===== config.mk =====
export PLATFORM = sky130hd
export DESIGN_NAME = camera_ctrl
export DESIGN_NICKNAME = d
export VERILOG_FILES = /design/src/rtl/camera_ctrl.sv
export SDC_FILE = /design/constraint.sdc
export NUM_CORES = 1
export LEC_CHECK = 0
export ABC_AREA = 1
export BUFFER_PORTS_ARGS = -buffer_cell sky130_fd_sc_hd__buf_2
export CAP_MARGIN = 10
export CELL_PAD_IN_SITES_DETAIL_PLACEMENT = 2
export CELL_PAD_IN_SITES_GLOBAL_PLACEMENT = 2
export CORE_AREA = 5 5 98 118
export CTS_BUF_LIST = sky130_fd_sc_hd__clkbuf_4
export CTS_CLUSTER_DIAMETER = 200
export DETAILED_ROUTE_END_ITERATION = 12
export DIE_AREA = 0 0 103 123
export PLACE_DENSITY = 0.92
export SYNTH_ARGS = -nofsm -noshare
export SYNTH_HDL_FRONTEND = slang
export SYNTH_SLANG_ARGS = --single-unit

===== constraint.sdc =====
create_clock -name clk -period 5.1 [get_ports clk]
set_clock_uncertainty 0.05 [all_clocks]
set_input_delay 1.02 -clock clk [delete_from_list [all_inputs] [get_ports clk]]
set_output_delay 1.02 -clock clk [all_outputs]
set_load 0.05 [all_outputs]

===== src/rtl/camera_ctrl.sv =====
// camera_ctrl: key-driven camera move sequencer.
// A held key accumulates a move magnitude (cnt); on frame_done the FSM freezes
// cnt and key, waits for the FP datapath to settle, issues a 3-cycle camera load
// aligned to the v0/v1/v2 phase rotation, and then releases the renderer.
//
// Ports:
//   clk, rst           clock, asynchronous active-high reset
//   key_valid/key_code press pulse and 3-bit code (110/111 invalid)
//   key_release        release pulse for the held key
//   frame_done         renderer finished a frame
//   v0, v1, v2         free-running one-hot phase rotation
//   ld_curr_camera     camera register load request (LOAD state only)
//   key, cnt           latched key code and held-cycle count
//   render_start       one-cycle pulse: renderer may start next frame
//   busy               high in COMPUTE, LOAD, DONE
module camera_ctrl #(
    parameter int unsigned PIPE_LAT = 24,
    parameter logic [31:0] CNT_MAX  = 32'h00FF_FFFF
) (
    input  logic        clk,
    input  logic        rst,
    input  logic        key_valid,
    input  logic [2:0]  key_code,
    input  logic        key_release,
    input  logic        frame_done,
    output logic        v0,
    output logic        v1,
    output logic        v2,
    output logic        ld_curr_camera,
    output logic [2:0]  key,
    output logic [31:0] cnt,
    output logic        render_start,
    output logic        busy
);

    // A zero latency still needs one COMPUTE cycle for the exit test.
    localparam int unsigned LAT    = (PIPE_LAT == 0) ? 1 : PIPE_LAT;
    localparam int unsigned WAIT_W = (LAT < 2) ? 1 : $clog2(LAT + 1);

    typedef enum logic [2:0] {
        S_IDLE,
        S_HOLD,
        S_COMPUTE,
        S_LOAD,
        S_DONE
    } state_t;

    state_t              r_state;
    state_t              w_next_state;
    logic [2:0]          r_phase;       // {v2, v1, v0}
    logic [WAIT_W-1:0]   r_wait;
    logic [WAIT_W-1:0]   w_wait_nxt;
    logic                r_rel_pend;
    logic                w_rel_pend_nxt;
    logic [2:0]          r_key;
    logic [2:0]          w_key_nxt;
    logic [31:0]         r_cnt;
    logic [31:0]         w_cnt_nxt;
    logic                r_ld;
    logic                w_ld_nxt;
    logic                r_rs;
    logic                w_rs_nxt;
    logic                r_busy;
    logic                w_busy_nxt;
    logic                w_key_ok;
    logic                w_rel_any;

    assign w_key_ok  = (key_code <= 3'b101);
    assign w_rel_any = r_rel_pend | key_release;

    // State register.
    always_ff @(posedge clk or posedge rst) begin
        if (rst) begin
            r_state <= S_IDLE;
        end else begin
            r_state <= w_next_state;
        end
    end

    // Next-state and next-output logic.
    always_comb begin
        w_next_state   = r_state;
        w_wait_nxt     = r_wait;
        w_rel_pend_nxt = r_rel_pend;
        w_key_nxt      = r_key;
        w_cnt_nxt      = r_cnt;
        w_rs_nxt       = 1'b0;

        case (r_state)
            S_IDLE: begin
                w_rel_pend_nxt = 1'b0;
                if (frame_done) begin
                    w_rs_nxt = 1'b1;
                end
                if (key_valid && w_key_ok && !key_release) begin
                    w_next_state = S_HOLD;
                    w_key_nxt    = key_code;
                    w_cnt_nxt    = 32'd0;
                end
            end
            S_HOLD: begin
                if (r_rel_pend && (r_cnt == 32'd0)) begin
                    // Released before any movement: nothing to load.
                    w_next_state   = S_IDLE;
                    w_rel_pend_nxt = 1'b0;
                    w_rs_nxt       = frame_done;
                end else begin
                    if (key_release) begin
                        w_rel_pend_nxt = 1'b1;
                    end
                    if (!w_rel_any && (r_cnt != CNT_MAX)) begin
                        w_cnt_nxt = r_cnt + 32'd1;
                    end
                    if (frame_done) begin
                        w_next_state = S_COMPUTE;
                        w_wait_nxt   = '0;
                    end
                end
            end
            S_COMPUTE: begin
                w_rel_pend_nxt = w_rel_any;
                if (r_wait != WAIT_W'(LAT)) begin
                    w_wait_nxt = r_wait + WAIT_W'(1);
                end
                // Leave on v2 so the first LOAD cycle lands on v0.
                if ((r_wait >= WAIT_W'(LAT - 1)) && r_phase[2]) begin
                    w_next_state = S_LOAD;
                end
            end
            S_LOAD: begin
                w_rel_pend_nxt = w_rel_any;
                if (r_phase[2]) begin
                    w_next_state = S_DONE;
                    w_cnt_nxt    = 32'd0;
                end
            end
            S_DONE: begin
                if (w_rel_any) begin
                    w_next_state   = S_IDLE;
                    w_rel_pend_nxt = 1'b0;
                end else begin
                    w_next_state = S_HOLD;
                end
            end
            default: begin
                w_next_state   = S_IDLE;
                w_rel_pend_nxt = 1'b0;
            end
        endcase

        w_ld_nxt   = (w_next_state == S_LOAD);
        w_busy_nxt = (w_next_state == S_COMPUTE) || (w_next_state == S_LOAD) ||
                     (w_next_state == S_DONE);
        if (w_next_state == S_DONE) begin
            w_rs_nxt = 1'b1;
        end
    end

    // Datapath and output registers.
    always_ff @(posedge clk or posedge rst) begin
        if (rst) begin
            r_phase    <= 3'b001;
            r_wait     <= '0;
            r_rel_pend <= 1'b0;
            r_key      <= 3'b000;
            r_cnt      <= 32'd0;
            r_ld       <= 1'b0;
            r_rs       <= 1'b0;
            r_busy     <= 1'b0;
        end else begin
            r_phase    <= {r_phase[1:0], r_phase[2]};
            r_wait     <= w_wait_nxt;
            r_rel_pend <= w_rel_pend_nxt;
            r_key      <= w_key_nxt;
            r_cnt      <= w_cnt_nxt;
            r_ld       <= w_ld_nxt;
            r_rs       <= w_rs_nxt;
            r_busy     <= w_busy_nxt;
        end
    end

    assign v0             = r_phase[0];
    assign v1             = r_phase[1];
    assign v2             = r_phase[2];
    assign ld_curr_camera = r_ld;
    assign key            = r_key;
    assign cnt            = r_cnt;
    assign render_start   = r_rs;
    assign busy           = r_busy;

endmodule


==> flow_metrics.py, run 1 <==
metrics = {
    "synth": {
        "ys_warn_count": 0,
        "avgSynthCellArea_um2": 6.25,
        "synth_cell_types": 28,
        "synth-seq-cells": 50,
        "synth_top_cell_area_share": 0.361,
        "seq_area_frac_synth": 0.369,
        "synth_edf_count": 0,
        "synth_top_cell_by_area": "dfrtp_1",
        "async_flop_share": 1.00,
        "netlist_area_um2": 3400,
        "synth_most_common_cell": "nand2_1",
        "yosys-top-cells-count": "210 x nand2_1, 110 x nor2_1, 61 x nand3_1, 56 x inv_1, 49 x dfrtp_1",
        "synth_area_leaders": "dfrtp_1 36%, nand2_1 23%, nor2_1 12%, nand3_1 9.0%, inv_1 6.2%",
        "syn_nets": 555,
        "synthCells": 543,
        "ys.flop_type": "dfrtp_1",
    },
    "worst_setup_path": {
        "crit_path_frequent_cell": "nand2_1",
        "end_kind": "register",
        "crit_slowest_cell": "inv_1",
        "path_cells": "nand2_1, nor2_1, inv_1, nand3_2, buf_4, nand2_4, nand2_1, nand2_1",
        "cp-start-kind": "register",
        "crit_family": "simple AND/OR/NAND/NOR gates",
        "reg2reg_from": "r_state[0]",
        "cp-startpoint": "r_state[0]",
        "cp.arrival_ns": 3.02,
        "path_buf_inv": 2,
        "crit_fanout": 33,
        "crit_required_ns": 5.35,
        "critPathKind": "reg2reg",
        "slowest_delay_ns": 0.56,
    },
    "power": {
        "power.switching_mw": 0.152,
        "pwr-share-clk": 0.417,
        "switching_share": 0.216,
        "p_int_mw": 0.550,
        "p_seq_frac": 0.565,
        "ir_drop_mv": 0.0920,
        "powerDensity_nw_per_um2": 183,
        "power.leakage_nw": 1.91,
        "combinationalPowerShare": 0.018,
    },
    "cells_and_area": {
        "multi_input_area_um2": 1850,
        "final_layout_size_suffix_gt1_frac": 0.121,
        "fin_nets": 600,
        "fillers": 1316,
        "register_area_um2": 1250,
        "synthToLayoutAreaGrowth_pct": 12.9,
        "antennaDiodeCount": 0,
        "finalNonFillerCells": 718,
    },
    "detailed_routing": {
        "vias": 3647,
        "drt_first_pass_iters": 4,
        "antenna_left": 0,
        "drc": 0,
        "wl_per_cell_um": 17.4,
        "first_iter_violations": 115,
        "viasPerCell": 5.08,
        "wirelength_um": 12500,
    },
    "cts": {
        "cts_buffers": 5,
        "cts-resized-gates": 0,
        "htreeDepth": 2,
        "clkTransAtPathRegs_ns": 0.15,
        "cts_tree": "yes",
        "holdBufCountCts": 0,
        "cts_setup_buffers": 0,
        "cts_num_sinks": 50,
        "cts_root_buf": "clkbuf_4",
        "clockBufferDepth": 2,
        "clk-insertion-delay-late_ns": 0.40,
    },
    "global_routing": {
        "grt_max_degree": 51,
        "grt_antenna_before_repair": 0,
        "grt.overflow.total": 0,
        "grt_pass1_vias": 4181,
        "grt_pass1_wl_um": 20800,
        "grtUsageTotal": 0.211,
    },
    "sta": {
        "worst_pin_slew_ns": 1.11,
        "slew_headroom": 0.260,
        "post-route-min-period_ns": 2.77,
        "rsz0062_at_grt": "false",
        "timing.hold.ws_ns": 0.358,
        "final_hold_viol_count": 0,
        "drv_slew": 0,
        "max_freq_mhz": 361,
        "tns_ns": 0,
        "setup_viol": 0,
        "fin_crit_sh": 0.543,
    },
    "job": {
        "cap_violations": 0,
    },
    "outcome": {
        "status": "finished clean",
    },
    "min_path": {
        "hold_path_class": "reg2reg",
        "min-delay-start": "r_phase[1]",
    },
    "floorplanning": {
        "die_w_um": 103,
        "dieArea_um2": 12700,
        "ios": 49,
        "start_util": 0.328,
        "core_um2": 10400,
        "rows": 41,
        "die_h_um": 123,
    },
    "placed_design": {
        "dp_cells": 710,
        "port_buffers": 48,
        "place_congestion": 0.877,
        "dp_hpwl_um": 9590,
    },
}
-- path summary, 6_finish.rpt --
| path | to | slack (ns) | cells past startpoint |
|---|---|---|---|
| worst max register to register | cnt[22] | 2.33 | 8 |
| worst min register to register | r_phase[2] | 0.36 | 0 |
| worst min-delay path | r_phase[2] | 0.36 | 0 |
| min in group asynchronous | cnt[27] | 0.73 | 3 |
| worst max-delay path | cnt[22] | 2.33 | 8 |
| max in group asynchronous | cnt[31] | 3.82 | 3 |
-- registers in the layout, summed over array words and instances (netlist names) --
signal	flops
cnt	32
r_phase	3
r_rel_pend	1
r_state	3
render_start	1
key	3
r_wait	5
busy	1
ld_curr_camera	1
-- cells by family (layout without fill, tap and decap cells) --
family,count (synthesis),after routing,share of synthesized area
simple gates,405,405,0.492
buf+inv,68,114,0.0851
flops,50,50,0.369
xor+xnor,9,9,0.0232
fa+ha+maj,4,4,0.0147
compound gates,4,4,0.00589
mux,3,3,0.00995
-- layout make-up --
| class | instances | area share |
|---|---|---|
| Multi-Input combinational cell | 425 | 0.484 |
| Clock buffer | 5 | 0.00979 |
| Tap cell | 129 | 0.0421 |
| Timing Repair Buffer | 50 | 0.0666 |
| Inverter | 56 | 0.0548 |
| Clock inverter | 3 | 0.0166 |
| Sequential cell | 50 | 0.327 |
-- per-stage QoR --
stage | total power [mW] | cell area (um^2) | worst slack [ns] | util
6_report | 0.702 | 3830 | 2.33 | 0.370
5_1_grt | 0.731 | 3830 | 2.03 | 0.370
4_1_cts | 0.719 | 3830 | 2.28 | 0.370
3_5_place_dp | 0.417 | 3730 | 2.35 | 0.360
3_3_place_gp | 0.417 | 3730 | 2.53 | 0.360
2_1_floorplan | 0.410 | 3400 | 2.83 | -
-- cells in the final DEF, fill, tap and decap left out, drive strengths merged, types with 2 or more instances in the layout --
cell,count
a21oi,2
nand3b,2
dfrtp,49
xor2,8
nand3,62
nor3,10
ha,4
inv,56
buf,50
nor3b,2
bufinv,2
o21ai,2
mux2,3
nand2,214
nand4,2
nor2,112
clkbuf,5
-- power groups by stage --
stage | logic, mW | clock network, mW | registers, mW
detailed placement | 0.0134 | 0 | 0.404
finish | 0.0125 | 0.293 | 0.397
global placement | 0.0128 | 0 | 0.404
floorplan | 0.00625 | 0 | 0.404
global route | 0.0148 | 0.319 | 0.397
CTS | 0.0133 | 0.309 | 0.397
-- layer usage --
| layer | vias to the layer above | global-route usage | wire length [um] |
|---|---|---|---|
| li1 | 1758 | - | - |
| met1 | 1807 | 0.223 | 4780 |
| met3 | 21 | 0.0339 | 421 |
| met4 | 0 | 0.0753 | 315 |
| met5 | - | 0 | 0 |
| met2 | 61 | 0.409 | 6960 |
Note: power is estimated with default switching activity, not from simulation.
==> run 2: changes to the inputs <==
Settings changed: ABC_AREA 1 to 0, CORE_AREA 5 5 98 118 to 5 5 91 110, DIE_AREA 0 0 103 123 to 0 0 96 115, PLACE_DENSITY 0.92 to 0.83.
Clock period 5.1 ns to 2.3 ns, I/O delays scaled along.
==> run 2 against run 1 <==
Effect of this change: the run now ends with negative setup slack left; synthesized cell count is 46% lower; worst hold slack worse by 0.32 ns; die area is 13% lower; flip-flop and latch count unchanged; area after synthesis shrank 19%; combinational power rose to 74 times the previous value.
==> flow_metrics.py, run 2 <==
metrics = {
    "global_routing": {
        "grtUsageTotal": 0.190,
        "grt_pass1_vias": 3223,
        "grt-busiest-layer": "met2",
        "use_met1": 0.212,
        "grt_pass1_wl_um": 16200,
        "use_met2": 0.358,
        "grt_util_met3": 0.0314,
        "grt_max_degree": 32,
        "grt_antenna_before_repair": 0,
        "grt.overflow.total": 0,
    },
    "power": {
        "power.leakage_nw": 1.67,
        "powerDensity_nw_per_um2": 691,
        "ir_drop_mv": 0.419,
        "p_total_mw": 2.59,
    },
    "worst_setup_path": {
        "end_kind": "register",
        "reg2reg_from": "r_state[1]",
        "cp-start-kind": "register",
        "cp-startpoint": "r_state[1]",
        "crit_fanout": 16,
        "crit_required_ns": 2.58,
        "reg2reg_to": "cnt[31]",
        "r2r_cells": 6,
        "critPathKind": "reg2reg",
        "rrSetupSlack_ns": -0.05,
        "cp.arrival_ns": 2.64,
        "worstSetupEndpoint": "cnt[31]",
    },
    "synth": {
        "synth-seq-cells": 50,
        "synth_cell_types": 41,
        "synthCells": 295,
        "synth_top_cell_by_area": "dfrtp_1",
        "synth_edf_count": 0,
        "synth_area_leaders": "dfrtp_1 45%, a21oi_1 5.8%, o31ai_1 5.5%, or4_1 5.2%, nand4_1 3.9%",
        "ys.flop_type": "dfrtp_1",
        "seq_area_frac_synth": 0.456,
        "avgSynthCellArea_um2": 9.30,
        "ys_warn_count": 0,
        "async_flop_share": 1.00,
        "netlist_area_um2": 2740,
        "synth_top_cell_area_share": 0.447,
        "synth_most_common_cell": "dfrtp_1",
        "yosys-top-cells-count": "49 x dfrtp_1, 32 x a21oi_1, 20 x o31ai_1, 19 x nand2_1, 19 x or4_1",
        "syn_nets": 307,
    },
    "detailed_routing": {
        "viasPerCell": 5.67,
        "drc": 0,
        "wl_per_cell_um": 20.5,
        "antenna_left": 0,
        "wirelength_um": 10400,
        "drt_first_pass_iters": 4,
        "vias": 2894,
        "first_iter_violations": 70,
    },
    "sta": {
        "worst_pin_slew_ns": 0.562,
        "rsz0062_at_grt": "true",
        "timing.final.ws_setup_ns": -0.0548,
        "timing.hold.ws_ns": 0.0394,
        "max_freq_mhz": 425,
        "final_hold_viol_count": 0,
        "setup_viol": 6,
        "slew_headroom": 0.625,
        "post-route-min-period_ns": 2.35,
        "fin_crit_sh": 1.02,
        "drv_slew": 0,
    },
    "cells_and_area": {
        "fin_nets": 401,
        "largest_reg_flops": 32,
        "multi_input_area_um2": 1530,
        "antennaDiodeCount": 0,
        "final_cell_mix": "48 x buf_2, 48 x buf_4, 42 x dfrtp_1",
        "fillers": 1004,
        "register_area_um2": 1260,
        "finalNonFillerCells": 510,
        "final_util": 0.423,
        "final_layout_size_suffix_gt1_frac": 0.385,
        "synthToLayoutAreaGrowth_pct": 36.5,
    },
    "floorplanning": {
        "start_util": 0.310,
        "dieArea_um2": 11000,
        "die_w_um": 96,
        "rows": 38,
        "core_um2": 8840,
        "die_h_um": 115,
        "ios": 49,
    },
    "placed_design": {
        "place_congestion": 0.827,
        "dp_hpwl_um": 7450,
        "port_buffers": 48,
        "dp_cells": 498,
    },
    "cts": {
        "cts_tree": "yes",
        "clkTransAtPathRegs_ns": 0.16,
        "htreeDepth": 2,
        "cts_root_buf": "clkbuf_4",
        "cts_buffers": 5,
        "cts_num_sinks": 50,
        "clockBufferDepth": 2,
        "clk-insertion-delay-late_ns": 0.40,
    },
    "min_path": {
        "hold_path_class": "in2async",
    },
    "job": {
        "cap_violations": 0,
    },
    "outcome": {
        "status": "finished with violations",
        "violations": "negative setup slack",
    },
}
[run 2: cell types whose count changed after synthesis, moves of 7 or more]
| cell | before | now |
|---|---|---|
| nand2_1 | 210 | 19 |
| nor2_1 | 110 | 17 |
| inv_1 | 56 | 12 |
| nand3_1 | 61 | 17 |
| a21oi_1 | 2 | 32 |
| o31ai_1 | 0 | 20 |
| or4_1 | 0 | 19 |
| nand4_1 | 2 | 17 |
| o21ai_0 | 1 | 11 |
| nor4_1 | 0 | 8 |
| and3_1 | 0 | 7 |
[run 2: cell type report]
cell class / instances / area share
clock inverter: 3 / 0.0120
clock buffer: 5 / 0.0100
multi-input combinational: 220 / 0.408
inverter: 12 / 0.0120
timing repair buffer: 100 / 0.181
sequential: 50 / 0.337
tap: 120 / 0.0401
[run 2: logic make-up (layout without fill, tap and decap cells)]
| kind of cell | count (synthesis) | count (layout) | share of synthesized area |
|---|---|---|---|
| XOR/XNOR | 3 | 3 | 0.00958 |
| multiplexers | 5 | 5 | 0.0196 |
| AND/OR/NAND/NOR | 135 | 135 | 0.290 |
| flip-flops | 50 | 50 | 0.456 |
| AO/OA/AOI/OAI | 73 | 73 | 0.163 |
| buffers and inverters | 25 | 120 | 0.0433 |
| adder cells (fa/ha/maj) | 4 | 4 | 0.0182 |
[run 2: critical path, cell delays in order, from the launching register on]
cell and delay (ns):
dfrtp_1 0.42, or4b_4 0.52, o21a_1 0.22, or2_4 0.26, buf_12 0.16, or4_4 0.52
a21oi_2 0.14
[run 2: metal layers]
layer  wire length (um)  up-vias
li1                   -     1327
met1               4160     1498
met4                233        0
met3                313       19
met2               5730       50
met5                  0        -
[run 2: what timing repair did]
| action | 4_1_cts | 5_1_grt |
|---|---|---|
| setup buffers | 0 | 3 |
| pin swaps | 9 | 3 |
| gates resized for setup | 7 | 19 |
| gates cloned | 0 | 1 |
| setup endpoints to repair | 13 | 26 |
| hold buffers | 0 | 0 |
[run 2: power by group]
group / switching (mW) / internal (mW) / leakage [nW] / total [mW]
logic: 0.589 / 0.337 / 0.977 / 0.926
clock network: 0.317 / 0.228 / 0.0374 / 0.545
registers: 0.111 / 1.00 / 0.655 / 1.12
total: 1.02 / 1.57 / 1.67 / 2.59
[run 2: through the flow]
step	setup WS [ns]	area, um^2	TNS [ns]
5_1_grt	-0.126	3740	-1.29
3_3_place_gp	-0.223	3500	-3.62
6_report	-0.0548	3740	-0.156
3_5_place_dp	-0.267	3500	-4.78
4_1_cts	-0.0403	3610	-0.137
2_1_floorplan	-0.0123	2790	-0.113
[run 2: worst min path at each step]
stage                       endpoint  slack (ns)
final                        cnt[18]        0.04
after floorplan           r_rel_pend        0.46
after global routing         cnt[19]        0.06
after global placement    r_phase[2]        0.31
after detailed placement  r_phase[2]        0.32
after CTS                    cnt[18]        0.03
